[src/rtl/ospi_pkg.sv]
// Shared constants and state type for the octal-SPI host and target.
package ospi_pkg;

  localparam logic [7:0] CMD_WRITE = 8'hA0;
  localparam logic [7:0] CMD_READ  = 8'h20;
  localparam int         HDR_LEN   = 5;
  localparam int         DUMMY_CYC = 2;
  localparam int         CS_GAP    = 2;

  typedef enum logic [2:0] {
    IDLE,
    CMD,
    DUMMY,
    WDATA,
    RDATA,
    TAIL,
    GAP
  } state_t;

endpackage

[src/rtl/ospi_hdr_ser.sv]
// Command header serialiser: the opcode goes out on load, the four remaining
// header bytes follow one per advance, with last flagging the final byte.
module ospi_hdr_ser
  import ospi_pkg::*;
(
  input  logic        clk,
  input  logic        reset_n,
  input  logic        load,
  input  logic        advance,
  input  logic [39:0] hdr,
  output logic [7:0]  byte_out,
  output logic        last
);

  logic [31:0] sr;
  logic [2:0]  idx;

  assign byte_out = load ? hdr[39:32] : sr[31:24];
  assign last     = (idx == 3'(HDR_LEN - 1));

  always_ff @(posedge clk) begin
    if (!reset_n) begin
      sr  <= '0;
      idx <= '0;
    end else if (load) begin
      sr  <= hdr[31:0];
      idx <= 3'd1;
    end else if (advance) begin
      sr  <= {sr[23:0], 8'h00};
      idx <= idx + 3'd1;
    end
  end

endmodule

[src/rtl/ospi_host_ctrl.sv]
// Octal-SPI host sequencer: header, dummy, data and tail beats on a gated bus
// clock. The state names the phase whose beat is being loaded into the output flops.
module ospi_host_ctrl #(
  parameter logic [7:0] CMD_WRITE = ospi_pkg::CMD_WRITE,
  parameter logic [7:0] CMD_READ  = ospi_pkg::CMD_READ,
  parameter int         DUMMY_CYC = ospi_pkg::DUMMY_CYC,
  parameter int         CS_GAP    = ospi_pkg::CS_GAP
) (
  input  logic        clk,
  input  logic        reset_n,
  input  logic        req_valid,
  output logic        req_ready,
  input  logic        req_write,
  input  logic [7:0]  req_len,
  input  logic [23:0] req_addr,
  input  logic [7:0]  wr_data,
  input  logic        wr_valid,
  output logic        wr_ready,
  output logic [7:0]  rd_data,
  output logic        rd_valid,
  output logic        done,
  output logic        ospi_ncs,
  output logic        ospi_sck_en,
  output logic [7:0]  ospi_dq_o,
  output logic        ospi_dq_oe,
  input  logic [7:0]  ospi_dq_i
);
  import ospi_pkg::*;

  state_t     state, state_n;
  logic [8:0] rem, rem_n;
  logic [3:0] cnt, cnt_n;
  logic       is_write, is_write_n;
  logic       ncs_n, sck_n, oe_n, done_n;
  logic [7:0] dq_n;
  logic       rd_beat, rd_beat_n;
  logic       hdr_load, hdr_adv, hdr_last;
  logic [7:0] hdr_byte;
  logic [7:0] cap_data;
  logic       cap_vld;

  assign req_ready = (state == IDLE);
  assign wr_ready  = (state == WDATA) && wr_valid;

  ospi_hdr_ser u_hdr (
    .clk      (clk),
    .reset_n  (reset_n),
    .load     (hdr_load),
    .advance  (hdr_adv),
    .hdr      ({(req_write ? CMD_WRITE : CMD_READ), req_len, req_addr}),
    .byte_out (hdr_byte),
    .last     (hdr_last)
  );

  always_comb begin
    state_n    = state;
    rem_n      = rem;
    cnt_n      = cnt;
    is_write_n = is_write;
    ncs_n      = 1'b1;
    sck_n      = 1'b0;
    oe_n       = 1'b0;
    dq_n       = ospi_dq_o;
    done_n     = 1'b0;
    rd_beat_n  = 1'b0;
    hdr_load   = 1'b0;
    hdr_adv    = 1'b0;
    case (state)
      IDLE: begin
        if (req_valid) begin
          hdr_load   = 1'b1;
          is_write_n = req_write;
          rem_n      = (req_len == 8'd0) ? 9'd256 : {1'b0, req_len};
          ncs_n      = 1'b0;
          sck_n      = 1'b1;
          oe_n       = 1'b1;
          dq_n       = hdr_byte;
          state_n    = CMD;
        end
      end
      CMD: begin
        hdr_adv = 1'b1;
        ncs_n   = 1'b0;
        sck_n   = 1'b1;
        oe_n    = 1'b1;
        dq_n    = hdr_byte;
        if (hdr_last) begin
          if (is_write) begin
            state_n = WDATA;
          end else begin
            state_n = DUMMY;
            cnt_n   = 4'(DUMMY_CYC);
          end
        end
      end
      DUMMY: begin
        ncs_n = 1'b0;
        sck_n = 1'b1;
        if (cnt == 4'd1) state_n = RDATA;
        else             cnt_n   = cnt - 4'd1;
      end
      // A missing write byte stalls the bus with chip select still asserted.
      WDATA: begin
        ncs_n = 1'b0;
        oe_n  = 1'b1;
        if (wr_valid) begin
          sck_n = 1'b1;
          dq_n  = wr_data;
          rem_n = rem - 9'd1;
          if (rem == 9'd1) state_n = TAIL;
        end
      end
      RDATA: begin
        ncs_n     = 1'b0;
        sck_n     = 1'b1;
        rd_beat_n = 1'b1;
        rem_n     = rem - 9'd1;
        if (rem == 9'd1) state_n = TAIL;
      end
      TAIL: begin
        ncs_n   = 1'b0;
        sck_n   = 1'b1;
        cnt_n   = 4'(CS_GAP);
        state_n = GAP;
      end
      GAP: begin
        done_n = (cnt == 4'(CS_GAP));
        if (cnt == 4'd0) state_n = IDLE;
        else             cnt_n   = cnt - 4'd1;
      end
      default: state_n = IDLE;
    endcase
  end

  // Read bytes are captured at the edge closing their beat and presented one cycle later.
  always_ff @(posedge clk) begin
    if (!reset_n) begin
      state       <= IDLE;
      rem         <= '0;
      cnt         <= '0;
      is_write    <= 1'b0;
      ospi_ncs    <= 1'b1;
      ospi_sck_en <= 1'b0;
      ospi_dq_oe  <= 1'b0;
      ospi_dq_o   <= '0;
      done        <= 1'b0;
      rd_beat     <= 1'b0;
      cap_data    <= '0;
      cap_vld     <= 1'b0;
      rd_data     <= '0;
      rd_valid    <= 1'b0;
    end else begin
      state       <= state_n;
      rem         <= rem_n;
      cnt         <= cnt_n;
      is_write    <= is_write_n;
      ospi_ncs    <= ncs_n;
      ospi_sck_en <= sck_n;
      ospi_dq_oe  <= oe_n;
      ospi_dq_o   <= dq_n;
      done        <= done_n;
      rd_beat     <= rd_beat_n;
      cap_vld     <= rd_beat && ospi_sck_en;
      if (rd_beat) cap_data <= ospi_dq_i;
      rd_valid    <= cap_vld;
      rd_data     <= cap_data;
    end
  end

endmodule
[config.mk]
export PLATFORM = sky130hd
export DESIGN_NAME = ospi_host_ctrl
export DESIGN_NICKNAME = d
export VERILOG_FILES = /design/src/rtl/ospi_pkg.sv /design/src/rtl/ospi_hdr_ser.sv /design/src/rtl/ospi_host_ctrl.sv
export SDC_FILE = /design/constraint.sdc
export NUM_CORES = 1
export LEC_CHECK = 0
export BUFFER_PORTS_ARGS = -buffer_cell sky130_fd_sc_hd__buf_2
export CAP_MARGIN = 0
export CORE_AREA = 2 2 102 104
export DETAILED_ROUTE_END_ITERATION = 6
export DIE_AREA = 0 0 104 106
export GPL_TIMING_DRIVEN = 1
export SETUP_SLACK_MARGIN = 0.2
export SYNTH_ARGS = -nofsm -noshare
export SYNTH_HDL_FRONTEND = slang
export SYNTH_SLANG_ARGS = --single-unit
[constraint.sdc]
create_clock -name clk -period 2.01 [get_ports clk]
set_input_delay 0.1005 -clock clk [delete_from_list [all_inputs] [get_ports clk]]
set_output_delay 0.1005 -clock clk [all_outputs]
set_load 0.005 [all_outputs]
**Word level (Yosys, flattened, before mapping)**

Index checks and enable logic that the tools add are counted.

- Register bits: 83
- Word-level logic and storage cells: 93
- Latch bits: 0
- Output and inout port bits: 23
- Bits of input ports: 53
- RAM bits: 0
- Memories: 0
- Memory bits (read-only): 0

- Order comparisons: 0
- Shift-type cells: 0
- Eq/ne operators: 18
- Reduce and logical (&&, ||, !) cells: 19
- Add/sub/neg operators: 3
- Divide/modulo/power cells: 0
- Multipliers: 0
- Bitwise operators: 1
- Muxes and demuxes: 35

Operators with widths:

| operator | count |
|---|---|
| 2-to-1 mux 32 bit | 2 |
| 2-to-1 mux 8 bit | 4 |
| 2-to-1 mux 9 bit | 3 |
| one-hot mux 9 bit (3 select lines) | 1 |
| one-hot mux 8 bit (3 select lines) | 1 |
| one-hot mux 3 bit (7 select lines) | 1 |
| 2-to-1 mux 3 bit | 6 |
| 2-to-1 mux 4 bit | 4 |
| inequality test 2 bit, second input constant | 8 |
| one-hot mux 4 bit (4 select lines) | 1 |
| equality test 3 bit, second input constant | 4 |
| AND reduction 5 bit | 2 |
| equality test 9 x 1 -> 1 bit, second input constant | 1 |
| 2-to-1 mux 1 bit | 9 |
| subtractor 9 x 1 -> 9 bit, second input constant | 1 |
| zero test 8 bit | 1 |
| equality test 3 x 2 -> 1 bit, second input constant | 2 |
| AND reduction 3 bit | 2 |
| nonzero test 3 bit | 2 |
| OR reduction 5 bit | 1 |
| equality test 4 x 1 -> 1 bit, second input constant | 1 |
| equality test 4 x 2 -> 1 bit, second input constant | 1 |
| zero test 4 bit | 1 |
| one-hot mux 1 bit (2 select lines) | 2 |
| 12 further kinds | 15 |

**Depth between registers and ports, before layout**

- Depth after elaboration: 5
- Gate-level depth with buffers: 9
- Mapped depth without buffers: 7

**By module**

Synthesis repeated with hierarchy kept, for this count alone.

- Cells, all modules: 425
- Area total of the unflattened synthesis: 4,175.3 sq um

By module, submodules not included:

| module | seq. area each (sq um) | area each (sq um) | cells an instance | times used |
|---|---|---|---|---|
| ospi_host_ctrl | 960.9 | 2,366.0 | 258 | 1 |
| ospi_hdr_ser | 700.7 | 1,809.2 | 167 | 1 |

**Worst setup path before layout**

Ideal clock, no wire load.

- Path kind: register to register
- Start: reg cnt[0]
- End: reg state[1]
- Arrival time: 1,682 ps
- Cell stages (with the launch flop): 7
- Setup slack: 232 ps
- Buffers on the path: 0
- Data required time: 1,914 ps
- Clock period less this slack: 1,778 ps
- Library setup time: 96 ps
- Path through: dfxtp_1 -> inv_1 -> ha_1 -> or3b_1 -> a222oi_1 -> o221ai_2 -> o41ai_2

- Word-level cells in the longest chain between the ends: 3
- Elaborated cells on any way between the ends: 5
- Classes of those cells: eq/ne (3); reduce/logical (2)

Ends and longest elaborated chain:

| item | RTL line | source |
|---|---|---|
| from (decl) | ospi_host_ctrl.sv:32 | `logic [3:0] cnt, cnt_n;` |
| from (signal assigned) | ospi_host_ctrl.sv:155 | `cnt <= cnt_n;` |
| equality test 4 x 1 -> 1 bit / zero test 4 bit (equally long branches) | ospi_host_ctrl.sv:99, ospi_host_ctrl.sv:128 |  |
| inequality test 2 bit (no source line) | n/a |  |
| AND reduction 5 bit (no source line) * | n/a |  |
| to (signal assigned) | ospi_host_ctrl.sv:153 | `state <= state_n;` |
| to (decl) | ospi_host_ctrl.sv:30 | `state_t state, state_n;` |

Every way passes the cells marked *; elsewhere a longest branch is shown, timed or not.
A chain may end at the register's enable or synchronous reset.

**Worst setup path in the final report**

Ends and elaborated chain as after synthesis.

==> metrics <==
Pins Over Slew Limit=0; initial drt markers=179; Final Skew=0.0104 ns; RR Endpoint=state[1]; CTS tree=yes; vias in the first global route=3084; final core occ=50.0%; critical path startpoint category=flop; Req. time, crit path=2.26 ns; Cell Rows=37; Synth-to-Final Area Change=29.8%; Simple-Gate Fraction of Synth Area=18.8%; IO Port Bufs=75; Reg power frac=39.5%; Routed WL per cell=14.2 um; max_cap viols=0; die height=106 um; I/O pin count=76; RSZ-0062 raised after global routing=yes; Clock power frac=19.0%; Synth cell types=53; Core Box Area=10000 sq um; Avg Inst Size Synth=9.47 sq um; worst-skew pair later-pin latency=0.36 ns; Final WS setup=0.161 ns; Hold EP=u_hdr.sr[3]; Fill cells=972; FF-to-FF setup slack=0.16 ns; Hold Fails Final Rpt=0; Remaining DRCs=0; post-synthesis compound-gate area fraction=20.1%; worst min-delay path class=input port to flop; pre-CTS WS=0.0532 ns; clock slew at reported path FFs=0.09 ns; Detailed Routing Iterations Pass 1=4; Final ANT Viol Nets=0; Routed WL=9290 um; Routability Congestion=0.847; net load switching power=2.23 mW; Nets=576; Root Driver=clkbuf_8; Worst Max-Slew Pin Slew=0.547 ns; GR Util All Layers=16.9%; sequential element share of the synthesized area=43.1%; Seq cells post-synth=83; leak pwr=2.40 nW; clk sinks=83; CP Class=flop to flop; CTS H-tree depth=3; post-synthesis mux area share=9.35%; grt ovf=0; Slowest cell on crit path=dfxtp_4; status=completed; clock buffer depth=2; first-pass GRT wire length=15000 um; adder-cell share of the synthesized area=2.92%; Slowest Stage Delay on Critical Path=0.38 ns; fmax=0.541 GHz; die width=104 um; Slew HR=63.5%; largest net degree at the start of global routing=50; n_diodes=0; multi-input logic area=2080 sq um; register area=1670 sq um; WP data arrival=2.10 ns; Max IR drop VDD=474 uV; combinational family with the most area after synthesis=compound AO/OA/AOI/OAI gates; DR vias=3305; pwr dens=1190 nW/um^2; initial antenna violation count=0; hold-critical path depth=3; xor/xnor share of the synthesized area=0.909%; initial cell density of the core=38.5%; Pwr Total=5.95 mW; Max Fanout on Critical Path=6; layout cells sized above 1=27.2%; hold_sp=req_addr[3]; worst r2r path cells=6; hpwl dp=6290 um; Synth Flop Type=dfxtp_1; CTS Buf Count=9; Post-Place Cells=608; post-layout minimum cycle time=1.85 ns; critical path capture point type=flop; # setup viols final=0; Tcrit/Tclk final=92.0%; Int Power=3.71 mW; DR vias/cell=5.05; Reg-to-Reg Start=cnt[0]; die area=11000 sq um; Async SR Flop Fraction=0%; Syn Nets=469; Setup TNS Final=0 ns; Post-Synthesis Cells=407; cell area after synthesis=3850 sq um; number of flops mapped to enable cells by yosys=0; post-route insts no fill=655; critical path, cell by cell=inv_4 -> ha_4 -> or3b_1 -> a222oi_1 -> o221ai_2 -> o41ai_2; YS warnings=0; combinational power share=41.5%; Net Sw Frac=37.5%
[cells in the mapped netlist (2+ instances only)]
cell / instances / area, sq um
nor3_1: 8 / 40.0
nor2b_1: 19 / 119
nor3b_1: 2 / 15.0
nand3_1: 9 / 45.0
nand2b_1: 2 / 12.5
and2_1: 11 / 68.8
o41ai_1: 2 / 17.5
clkbuf_1: 16 / 60.1
nor4_1: 3 / 18.8
a21oi_1: 8 / 40.0
a22oi_1: 17 / 128
buf_6: 2 / 22.5
a22o_1: 2 / 17.5
buf_4: 2 / 15.0
inv_1: 10 / 37.5
a21boi_0: 2 / 15.0
and3_1: 3 / 18.8
and3b_1: 3 / 26.3
dfxtp_1: 83 / 1660
ha_1: 9 / 113
xnor2_1: 3 / 26.3
o21ai_0: 15 / 75.1
nand2_1: 50 / 188
buf_2: 9 / 45.0
o21a_1: 3 / 22.5
o31ai_1: 2 / 15.0
a32o_1: 3 / 30.0
nor2_1: 19 / 71.3
o211a_1: 31 / 310
mux2i_1: 36 / 360
[worst max path at each step]
stage            from  endpoint  slack [ns]  depth (start not counted)
5_1_grt        cnt[0]  state[1]        0.03                          6
3_3_place_gp   cnt[0]  state[1]        0.10                          6
3_5_place_dp   cnt[0]  state[1]        0.05                          6
4_1_cts        cnt[0]  state[1]        0.17                          6
2_1_floorplan  cnt[0]  state[1]        0.23                          6
6_report       cnt[0]  state[1]        0.16                          6
[worst max-delay path, delay by kind of cell (launching register included)]
kind,cells,cell delay [ns]
buffers and inverters,1,0.06
AND/OR/NAND/NOR,1,0.33
AO/OA/AOI/OAI,3,0.86
flip-flops,1,0.38
adder cells (fa/ha/maj),1,0.12
[metrics by stage]
| step | area [sq um] | hold slack (ns) |
|---|---|---|
| floorplan | 3850 | 0.245 |
| global placement | 4440 | 0.339 |
| detailed placement | 4440 | 0.347 |
| CTS | 4930 | 0.00154 |
| global route | 5000 | 0.0145 |
| finish | 5000 | 0.0188 |
[kinds of logic (layout without fill, tap and decap cells)]
family / after synthesis / count (layout)
adders and majority gates: 9 / 9
xor gates and xnor gates: 4 / 4
DFF: 83 / 83
buffers and inverters: 40 / 152
and+or+nand+nor: 140 / 140
AOI/OAI and AO/OA: 95 / 95
muxes: 36 / 36
[what timing repair did]
| action | in CTS | in global routing |
|---|---|---|
| pin swaps | 8 | 5 |
| setup buffers | 4 | 4 |
| gates resized for setup | 15 | 10 |
| endpoints found under the hold margin | 23 | 0 |
| hold buffers | 23 | 0 |
| setup endpoints to repair | 10 | 42 |
[power by group through the flow]
| stage | clock, mW | combinational [mW] | sequential, mW |
|---|---|---|---|
| 6_report | 1.13 | 2.47 | 2.35 |
| 5_1_grt | 1.24 | 2.77 | 2.40 |
| 3_3_place_gp | 0 | 2.24 | 2.35 |
| 3_5_place_dp | 0 | 2.27 | 2.36 |
| 2_1_floorplan | 0 | 1.71 | 2.24 |
| 4_1_cts | 1.18 | 2.39 | 2.34 |
[cells in the final DEF, fill, tap and decap left out, types with 11 or more instances in the layout]
| master | n |
|---|---|
| buf_4 | 24 |
| nor2b_1 | 19 |
| o21ai_0 | 13 |
| dfxtp_1 | 78 |
| o211a_1 | 31 |
| and2_1 | 11 |
| a22oi_1 | 17 |
| mux2i_1 | 36 |
| dlygate4sd3_1 | 23 |
| nor2_1 | 19 |
| nand2_1 | 50 |
| buf_2 | 75 |
[layer usage]
| metal | up-vias | track usage, % | routed length (um) |
|---|---|---|---|
| met1 | 1522 | 22.0 | 4280 |
| met5 | - | 0 | 0 |
| met4 | 0 | 6.85 | 180 |
| li1 | 1670 | - | - |
| met2 | 100 | 27.9 | 4350 |
| met3 | 13 | 2.88 | 489 |
[state kept, by name, indices dropped and copies added (netlist names), 3 cells and up]
signal	count
cnt	4
ospi_dq_o	8
u_hdr.sr	32
state	3
rd_data	8
rem	9
cap_data	8
u_hdr.idx	3
[final cells by class]
| type | instances | share of cell area (%) |
|---|---|---|
| Multi-Input combinational cell | 284 | 41.5 |
| Sequential cell | 83 | 33.4 |
| Timing Repair Buffer | 126 | 17.1 |
| Tap cell | 136 | 3.40 |
| Clock buffer | 9 | 2.48 |
| Clock inverter | 7 | 1.18 |
| Inverter | 10 | 0.850 |
Power figures use the tool's default switching activity.
